==> src/rtl/wb_commit_queue_if.sv <==
// Bundle-in / writeback-out / hazard-query signal group for wb_commit_queue.
// The master side is the pipeline (issue + MEM); the slave side is the queue.
interface wb_commit_queue_if #(
  parameter int LANES  = 2,
  parameter int WPORTS = 1,
  parameter int DEPTH  = 4,
  parameter int DW     = 32,
  parameter int AW     = 5
);
  logic                         in_valid;
  logic                         in_ready;
  logic [LANES-1:0]             reg_write;
  logic [LANES-1:0]             mem_to_reg;
  logic [LANES*AW-1:0]          dest_reg;
  logic [LANES*DW-1:0]          alu_result;
  logic [LANES*DW-1:0]          mem_data;
  logic [WPORTS-1:0]            wb_we;
  logic [WPORTS*AW-1:0]         wb_addr;
  logic [WPORTS*DW-1:0]         wb_data;
  logic [LANES*AW-1:0]          q_addr;
  logic [LANES-1:0]             q_hit;
  logic [$clog2(DEPTH+1)-1:0]   occupancy;

  modport master (
    output in_valid, reg_write, mem_to_reg, dest_reg, alu_result, mem_data, q_addr,
    input  in_ready, wb_we, wb_addr, wb_data, q_hit, occupancy
  );

  modport slave (
    input  in_valid, reg_write, mem_to_reg, dest_reg, alu_result, mem_data, q_addr,
    output in_ready, wb_we, wb_addr, wb_data, q_hit, occupancy
  );
endinterface

==> src/rtl/wb_commit_queue.sv <==
// Multi-slot writeback commit queue: filters and de-conflicts each issue bundle,
// compacts survivors into an in-order queue and drains WPORTS writes per cycle.
module wb_commit_queue #(
  parameter int LANES  = 2,
  parameter int WPORTS = 1,
  parameter int DEPTH  = 4,
  parameter int DW     = 32,
  parameter int AW     = 5
) (
  input  logic                clk,
  input  logic                rst,
  wb_commit_queue_if.slave    bus
);
  localparam int PW = $clog2(DEPTH);
  localparam int CW = $clog2(DEPTH + 1);

  logic [PW-1:0]        wr_ptr;
  logic [PW-1:0]        rd_ptr;
  logic [CW-1:0]        count;

  logic [AW-1:0]        ent_addr [DEPTH];
  logic [DW-1:0]        ent_data [DEPTH];

  logic [LANES-1:0]     live;
  logic [LANES-1:0]     survive;
  logic [AW-1:0]        lane_addr [LANES];
  logic [DW-1:0]        lane_data [LANES];

  logic                 accept;
  logic [LANES-1:0]     enq_we;
  logic [PW-1:0]        enq_idx [LANES];
  logic [CW-1:0]        n_in;
  logic [CW-1:0]        n_out;

  logic [CW:0]          free_slots;
  logic [PW-1:0]        rel_pos [DEPTH];
  logic [DEPTH-1:0]     ent_valid;

  logic [WPORTS-1:0]    we_r;
  logic [WPORTS*AW-1:0] addr_r;
  logic [WPORTS*DW-1:0] data_r;

  // Lane decode: data select and null-write filter
  always_comb begin
    for (int unsigned i = 0; i < LANES; i++) begin
      lane_addr[i] = bus.dest_reg[i*AW +: AW];
      lane_data[i] = bus.mem_to_reg[i] ? bus.mem_data[i*DW +: DW]
                                       : bus.alu_result[i*DW +: DW];
      live[i]      = bus.reg_write[i] && (lane_addr[i] != '0);
    end
  end

  // A live lane survives only if no younger live lane in the bundle hits the same register
  always_comb begin
    survive = live;
    for (int unsigned i = 0; i < LANES; i++) begin
      for (int unsigned j = i + 1; j < LANES; j++) begin
        if (live[j] && (lane_addr[j] == lane_addr[i])) survive[i] = 1'b0;
      end
    end
  end

  assign free_slots   = (CW+1)'(DEPTH) - {1'b0, count};
  assign bus.in_ready = free_slots >= (CW+1)'(LANES);
  assign accept       = bus.in_valid && bus.in_ready;

  // Compaction: each survivor lands at wr_ptr plus the number of survivors below it
  always_comb begin
    n_in = '0;
    for (int unsigned i = 0; i < LANES; i++) begin
      enq_we[i]  = accept && survive[i];
      enq_idx[i] = wr_ptr + PW'(n_in);
      if (enq_we[i]) n_in = n_in + CW'(1);
    end
  end

  assign n_out = (count < CW'(WPORTS)) ? count : CW'(WPORTS);

  // Entry storage needs no reset; validity comes from the pointers and count
  always_ff @(posedge clk) begin
    for (int unsigned i = 0; i < LANES; i++) begin
      if (enq_we[i]) begin
        ent_addr[enq_idx[i]] <= lane_addr[i];
        ent_data[enq_idx[i]] <= lane_data[i];
      end
    end
  end

  always_ff @(posedge clk or posedge rst) begin
    if (rst) begin
      wr_ptr <= '0;
      rd_ptr <= '0;
      count  <= '0;
      we_r   <= '0;
      addr_r <= '0;
      data_r <= '0;
    end else begin
      wr_ptr <= wr_ptr + PW'(n_in);
      rd_ptr <= rd_ptr + PW'(n_out);
      count  <= count + n_in - n_out;
      for (int unsigned p = 0; p < WPORTS; p++) begin
        if (CW'(p) < n_out) begin
          we_r[p]            <= 1'b1;
          addr_r[p*AW +: AW] <= ent_addr[rd_ptr + PW'(p)];
          data_r[p*DW +: DW] <= ent_data[rd_ptr + PW'(p)];
        end else begin
          we_r[p] <= 1'b0;
        end
      end
    end
  end

  assign bus.wb_we     = we_r;
  assign bus.wb_addr   = addr_r;
  assign bus.wb_data   = data_r;
  assign bus.occupancy = count;

  // Entry k is valid when its distance from the read pointer is below the count
  always_comb begin
    for (int unsigned k = 0; k < DEPTH; k++) begin
      rel_pos[k]   = PW'(k) - rd_ptr;
      ent_valid[k] = {{(CW-PW){1'b0}}, rel_pos[k]} < count;
    end
  end

  always_comb begin
    bus.q_hit = '0;
    for (int unsigned i = 0; i < LANES; i++) begin
      if (bus.q_addr[i*AW +: AW] != '0) begin
        for (int unsigned k = 0; k < DEPTH; k++) begin
          if (ent_valid[k] && (ent_addr[k] == bus.q_addr[i*AW +: AW])) bus.q_hit[i] = 1'b1;
        end
        for (int unsigned p = 0; p < WPORTS; p++) begin
          if (we_r[p] && (addr_r[p*AW +: AW] == bus.q_addr[i*AW +: AW])) bus.q_hit[i] = 1'b1;
        end
      end
    end
  end
endmodule

==> src/flat_wrapper.sv <==
// flat-port wrapper written by rule: the top's interface ports become plain ports
module wb_commit_queue_flat 
#(
  parameter int LANES  = 2,
  parameter int WPORTS = 1,
  parameter int DEPTH  = 4,
  parameter int DW     = 32,
  parameter int AW     = 5
)
  (clk, rst, bus_in_valid, bus_reg_write, bus_mem_to_reg, bus_dest_reg, bus_alu_result, bus_mem_data, bus_q_addr, bus_in_ready, bus_wb_we, bus_wb_addr, bus_wb_data, bus_q_hit, bus_occupancy);
  wb_commit_queue_if #(.LANES(LANES), .WPORTS(WPORTS), .DEPTH(DEPTH), .DW(DW), .AW(AW)) bus_i ();
  input  logic clk;
  input  logic rst;
  input wire logic [$bits(bus_i.in_valid)-1:0] bus_in_valid;
  input wire logic [$bits(bus_i.reg_write)-1:0] bus_reg_write;
  input wire logic [$bits(bus_i.mem_to_reg)-1:0] bus_mem_to_reg;
  input wire logic [$bits(bus_i.dest_reg)-1:0] bus_dest_reg;
  input wire logic [$bits(bus_i.alu_result)-1:0] bus_alu_result;
  input wire logic [$bits(bus_i.mem_data)-1:0] bus_mem_data;
  input wire logic [$bits(bus_i.q_addr)-1:0] bus_q_addr;
  output wire logic [$bits(bus_i.in_ready)-1:0] bus_in_ready;
  output wire logic [$bits(bus_i.wb_we)-1:0] bus_wb_we;
  output wire logic [$bits(bus_i.wb_addr)-1:0] bus_wb_addr;
  output wire logic [$bits(bus_i.wb_data)-1:0] bus_wb_data;
  output wire logic [$bits(bus_i.q_hit)-1:0] bus_q_hit;
  output wire logic [$bits(bus_i.occupancy)-1:0] bus_occupancy;
  assign bus_i.in_valid = bus_in_valid;
  assign bus_i.reg_write = bus_reg_write;
  assign bus_i.mem_to_reg = bus_mem_to_reg;
  assign bus_i.dest_reg = bus_dest_reg;
  assign bus_i.alu_result = bus_alu_result;
  assign bus_i.mem_data = bus_mem_data;
  assign bus_i.q_addr = bus_q_addr;
  assign bus_in_ready = bus_i.in_ready;
  assign bus_wb_we = bus_i.wb_we;
  assign bus_wb_addr = bus_i.wb_addr;
  assign bus_wb_data = bus_i.wb_data;
  assign bus_q_hit = bus_i.q_hit;
  assign bus_occupancy = bus_i.occupancy;
  wb_commit_queue #(.LANES(LANES), .WPORTS(WPORTS), .DEPTH(DEPTH), .DW(DW), .AW(AW)) u_core (.clk(clk), .rst(rst), .bus(bus_i));
endmodule
==> config.mk <==
export PLATFORM = sky130hd
export DESIGN_NAME = wb_commit_queue_flat
export DESIGN_NICKNAME = d
export VERILOG_FILES = /design/src/rtl/wb_commit_queue_if.sv /design/src/rtl/wb_commit_queue.sv /design/src/flat_wrapper.sv
export SDC_FILE = /design/constraint.sdc
export NUM_CORES = 1
export LEC_CHECK = 0
export CORE_ASPECT_RATIO = 2
export CORE_UTILIZATION = 30
export DETAILED_ROUTE_END_ITERATION = 12
export PLACE_DENSITY_LB_ADDON = 0.1
export SKIP_LAST_GASP = 1
export SYNTH_ARGS = -nofsm -noshare
export SYNTH_HDL_FRONTEND = slang
export SYNTH_SLANG_ARGS = --single-unit
==> constraint.sdc <==
create_clock -name clk -period 4.43 [get_ports clk]
set_input_delay 1.329 -clock clk [delete_from_list [all_inputs] [get_ports clk]]
set_output_delay 1.329 -clock clk [all_outputs]
set_load 0.02 [all_outputs]
==> reports/qor_table.md <==
| Result | Value | Unit |
| --- | --- | --- |
| Result of the run | complete, no violations | - |
| Fraction of final layout cells with drive strength greater than 1 | 0.219 | - |
| Routed vias/inst | 4.81 | - |
| Post-route setup TNS | 0 | ns |
| Power density relative to cell area | 577 | nW/um^2 |
| DP Wirelength | 22200 | um |
| Synthesis-stage register bit count | 193 | - |
| Final Skew | 0.00822 | ns |
| Class of the tightest hold or removal check | reg2reg | - |
| Count of final setup violators | 0 | - |
| Count of placed standard cells including taps | 1455 | - |
| Critical path endpoint category | primary output | - |
| H-tree levels | 4 | - |
| CTS tree | done | - |
| Syn_nets | 988 | - |
| Seq/Total Area, Yosys | 0.527 | - |
| Synthesized area divided by synthesized cell count | 12.9 | sq um |
| Slew margin rel. | 0.397 | - |
| Clock buffer count from CTS | 17 | - |
| Crit path kind | in2out | - |
| Vias in the first global route | 7369 | - |
| CP arrival | 3.03 | ns |
| Number of buffers on the longest clock path | 2 | - |
| Area of the die | 36000 | sq um |
| Unrepaired setup endpoints after global routing | no | - |
| Routed wire length | 30600 | um |
| Mapped Cells | 820 | - |
| Number of detailed-routing iterations run before antenna repair | 4 | - |
| Count of boundary I/O pins | 199 | - |
| Clock sinks | 193 | - |
| Last weighted congestion value of the routability-driven placer | 0.903 | - |
| Total of hold buffers inserted after clock tree synthesis | 0 | - |
| Wire length per cell | 20.6 | um |
| DRC violations left | 0 | - |
| Worst IR drop on VDD | 349 | uV |
| Startpoint types | primary input | - |
| DIE HEIGHT | 267 | um |
| Pin count of the biggest net entering global routing | 39 | - |
| Core Footprint | 34500 | sq um |
| Peak fanout along the critical path | 5 | - |
| Final Hold Violating Endpoints | 0 | - |
| Global-route wire length before repair | 45300 | um |
| Clock transition at the registers of the reported paths | 0.07 | ns |
| Die Width | 135 | um |
| Effective utilization at floorplan | 0.307 | - |
| Leak pwr | 5.08 | nW |
| Max Fclk | 0.229 | GHz |
| Count of routing violations after the opening detailed-route iteration | 360 | - |
| Slew @ Worst Pin | 0.904 | ns |
| Number of placement rows | 96 | - |
| Non-filler instance count after layout | 1487 | - |
| Net count reported at finish | 1201 | - |
| Layout overhead on the synthesized area | 31.2 | % |
| Number of distinct standard cells referenced by the synthesized netlist | 41 | - |
| Diodes inserted | 0 | - |
| Count of nets left with antenna violations after detail routing | 0 | - |
| Root Buffer | sky130_fd_sc_hd__clkbuf_16 | - |
| Number of violations of the max-capacitance limit | 0 | - |
| Global-route total usage across every layer | 0.177 | - |
| Share of the clock period used by the worst path | 0.985 | - |
| Gr ovfl total | 0 | - |
| Post-synthesis cell area | 10600 | sq um |
| Required @ worst endpoint | 3.10 | ns |
| Crit path time final | 4.36 | ns |
| Port-buffer cells | 198 | - |
| Register-to-register setup slack | 0.88 | ns |
| Total of warnings raised by yosys | 0 | - |
| Source-to-sink clock delay at the later pin of the worst-skew pair | 0.46 | ns |
| Number of antenna violations at the first check in global routing | 0 | - |
| Filler Cell Count | 3292 | - |
| Total via count in the routed design | 7157 | - |
| Final max-slew violation count | 0 | - |
[sequential cells by signal (all words and copies together), names as in the netlist]
register	cells
u_core.ent_addr	20
u_core.bus.wb_addr	5
u_core.bus.occupancy	3
u_core.wr_ptr	2
u_core.rd_ptr	2
u_core.ent_data	128
u_core.bus.wb_data	32
u_core.bus.wb_we	1
[cells in the mapped netlist]
cell type | instances | area (sq um)
sky130_fd_sc_hd__nand3_1 | 8 | 40.0
sky130_fd_sc_hd__nor3_1 | 7 | 35.0
sky130_fd_sc_hd__conb_1 | 1 | 3.75
sky130_fd_sc_hd__edfxtp_1 | 148 | 4440
sky130_fd_sc_hd__nor2b_1 | 3 | 18.8
sky130_fd_sc_hd__mux4_2 | 37 | 833
sky130_fd_sc_hd__nand4_1 | 6 | 37.5
sky130_fd_sc_hd__buf_4 | 6 | 45.0
sky130_fd_sc_hd__nor4bb_1 | 1 | 10.0
sky130_fd_sc_hd__buf_6 | 20 | 225
sky130_fd_sc_hd__mux2_4 | 6 | 90.1
sky130_fd_sc_hd__nor2_1 | 133 | 499
sky130_fd_sc_hd__nand4_4 | 4 | 85.1
sky130_fd_sc_hd__or4_1 | 4 | 30.0
sky130_fd_sc_hd__nor4_1 | 4 | 25.0
sky130_fd_sc_hd__xor2_1 | 40 | 350
sky130_fd_sc_hd__buf_8 | 4 | 60.1
sky130_fd_sc_hd__buf_1 | 3 | 11.3
sky130_fd_sc_hd__xnor2_1 | 22 | 193
sky130_fd_sc_hd__mux2_2 | 77 | 867
sky130_fd_sc_hd__buf_2 | 6 | 30.0
sky130_fd_sc_hd__o211ai_1 | 2 | 15.0
sky130_fd_sc_hd__o21ai_0 | 3 | 15.0
sky130_fd_sc_hd__clkbuf_1 | 23 | 86.3
sky130_fd_sc_hd__o22a_1 | 2 | 17.5
sky130_fd_sc_hd__a21oi_1 | 128 | 641
sky130_fd_sc_hd__mux2i_1 | 32 | 320
sky130_fd_sc_hd__a21boi_0 | 1 | 7.51
sky130_fd_sc_hd__a31oi_1 | 1 | 6.26
sky130_fd_sc_hd__o2111ai_1 | 1 | 8.76
sky130_fd_sc_hd__fa_1 | 2 | 40.0
sky130_fd_sc_hd__and2_1 | 1 | 6.26
sky130_fd_sc_hd__nand2b_1 | 1 | 6.26
sky130_fd_sc_hd__o21a_1 | 1 | 7.51
sky130_fd_sc_hd__dfrtp_1 | 45 | 1130
sky130_fd_sc_hd__a32o_1 | 4 | 40.0
sky130_fd_sc_hd__mux2_1 | 6 | 67.6
sky130_fd_sc_hd__inv_1 | 12 | 45.0
sky130_fd_sc_hd__ha_1 | 11 | 138
sky130_fd_sc_hd__a21oi_2 | 3 | 26.3
sky130_fd_sc_hd__o21ai_4 | 1 | 16.3
[power by group]
part	switching, mW	internal [mW]
registers	0.333	2.64
clock network	0.734	0.798
logic	1.77	1.74
total	2.83	5.18
[critical path, cell delays in order]
cell	delay, ns
sky130_fd_sc_hd__clkdlybuf4s50_1	0.44
sky130_fd_sc_hd__buf_4	0.18
sky130_fd_sc_hd__xor2_1	0.14
sky130_fd_sc_hd__nor3_1	0.28
sky130_fd_sc_hd__o211ai_1	0.13
sky130_fd_sc_hd__nand4_1	0.11
sky130_fd_sc_hd__o22a_1	0.13
sky130_fd_sc_hd__clkdlybuf4s15_1	0.30
[cell families after synthesis]
logic type,after synthesis,share of synthesized area
fa+ha+maj,13,0.0168
flops,193,0.527
compound gates,147,0.0758
buf+inv,74,0.0476
xor+xnor,62,0.0514
simple gates,172,0.0750
other cells,1,0.000355
mux,158,0.206
[placed cells by master (no fill, tap or decap), types with 4 or more instances in the layout]
master                            instances
sky130_fd_sc_hd__xnor2_1                 22
sky130_fd_sc_hd__or4_1                    4
sky130_fd_sc_hd__ha_1                    11
sky130_fd_sc_hd__clkbuf_16               17
sky130_fd_sc_hd__edfxtp_1               148
sky130_fd_sc_hd__nand4_4                  4
sky130_fd_sc_hd__mux4_2                  37
sky130_fd_sc_hd__inv_1                   11
sky130_fd_sc_hd__nor3_1                   6
sky130_fd_sc_hd__nor2_1                 133
sky130_fd_sc_hd__dfrtp_1                 43
sky130_fd_sc_hd__nand3_1                  7
sky130_fd_sc_hd__mux2i_1                 32
sky130_fd_sc_hd__buf_12                  17
sky130_fd_sc_hd__a32o_2                   4
sky130_fd_sc_hd__mux2_4                   6
sky130_fd_sc_hd__xor2_1                  40
sky130_fd_sc_hd__a21oi_1                128
sky130_fd_sc_hd__clkdlybuf4s50_1        194
sky130_fd_sc_hd__buf_4                   41
sky130_fd_sc_hd__mux2_2                  77
sky130_fd_sc_hd__mux2_1                   6
sky130_fd_sc_hd__nand4_1                  6
sky130_fd_sc_hd__nor4_1                   4
[worst paths after layout]
kind | start | to | depth (start not counted)
max in group asynchronous | rst | u_core.bus.wb_data[22]$_DFFE_PP0N_ | 3
worst max register to register | u_core.bus.occupancy[1]$_DFF_PP0_ | u_core.ent_data[0][9]$_DFFE_PP_ | 14
worst min register to register | u_core.bus.wb_data[26]$_DFFE_PP0N_ | u_core.bus.wb_data[26]$_DFFE_PP0N_ | 1
worst max-delay path | bus_q_addr[7] | bus_q_hit[1] | 8
worst min-delay path | u_core.bus.wb_data[26]$_DFFE_PP0N_ | u_core.bus.wb_data[26]$_DFFE_PP0N_ | 1
min in group asynchronous | rst | u_core.bus.wb_we$_DFF_PP0_ | 2
[per-layer routing]
layer	vias up	GRT usage	routed length, um
met5	-	0	0
met4	0	0.0653	702
met3	36	0.0269	870
met2	183	0.353	18300
met1	3484	0.178	10800
li1	3454	-	-
[cell type report]
type	count	area, sq um	share of cell area
clock buffers	18	439	0.0317
clock inverters	14	135	0.00974
inverters	12	45.0	0.00325
multi-input cells	553	4510	0.325
flip-flops and latches	193	5580	0.402
well taps	441	552	0.0398
repair buffers	256	2620	0.188
[through the flow]
stage | area (sq um) | power (mW) | util | setup slack (ns) | hold slack (ns)
floorplan | 10600 | 5.14 | - | 0.00804 | 0.477
global placement | 13300 | 6.61 | 0.386 | -0.277 | 0.491
detailed placement | 13300 | 6.63 | 0.386 | -0.245 | 0.498
CTS | 13900 | 8.17 | 0.402 | 0.0163 | 0.515
global route | 13900 | 8.48 | 0.402 | 0.0240 | 0.532
finish | 13900 | 8.01 | 0.402 | 0.0679 | 0.507
[what timing repair did]
item | in CTS | in global routing
resized for setup | 2 | 4
gates cloned | 0 | 0
setup endpoints to repair | 2 | 2
setup buffers | 0 | 0
Power figures use the tool's default switching activity.
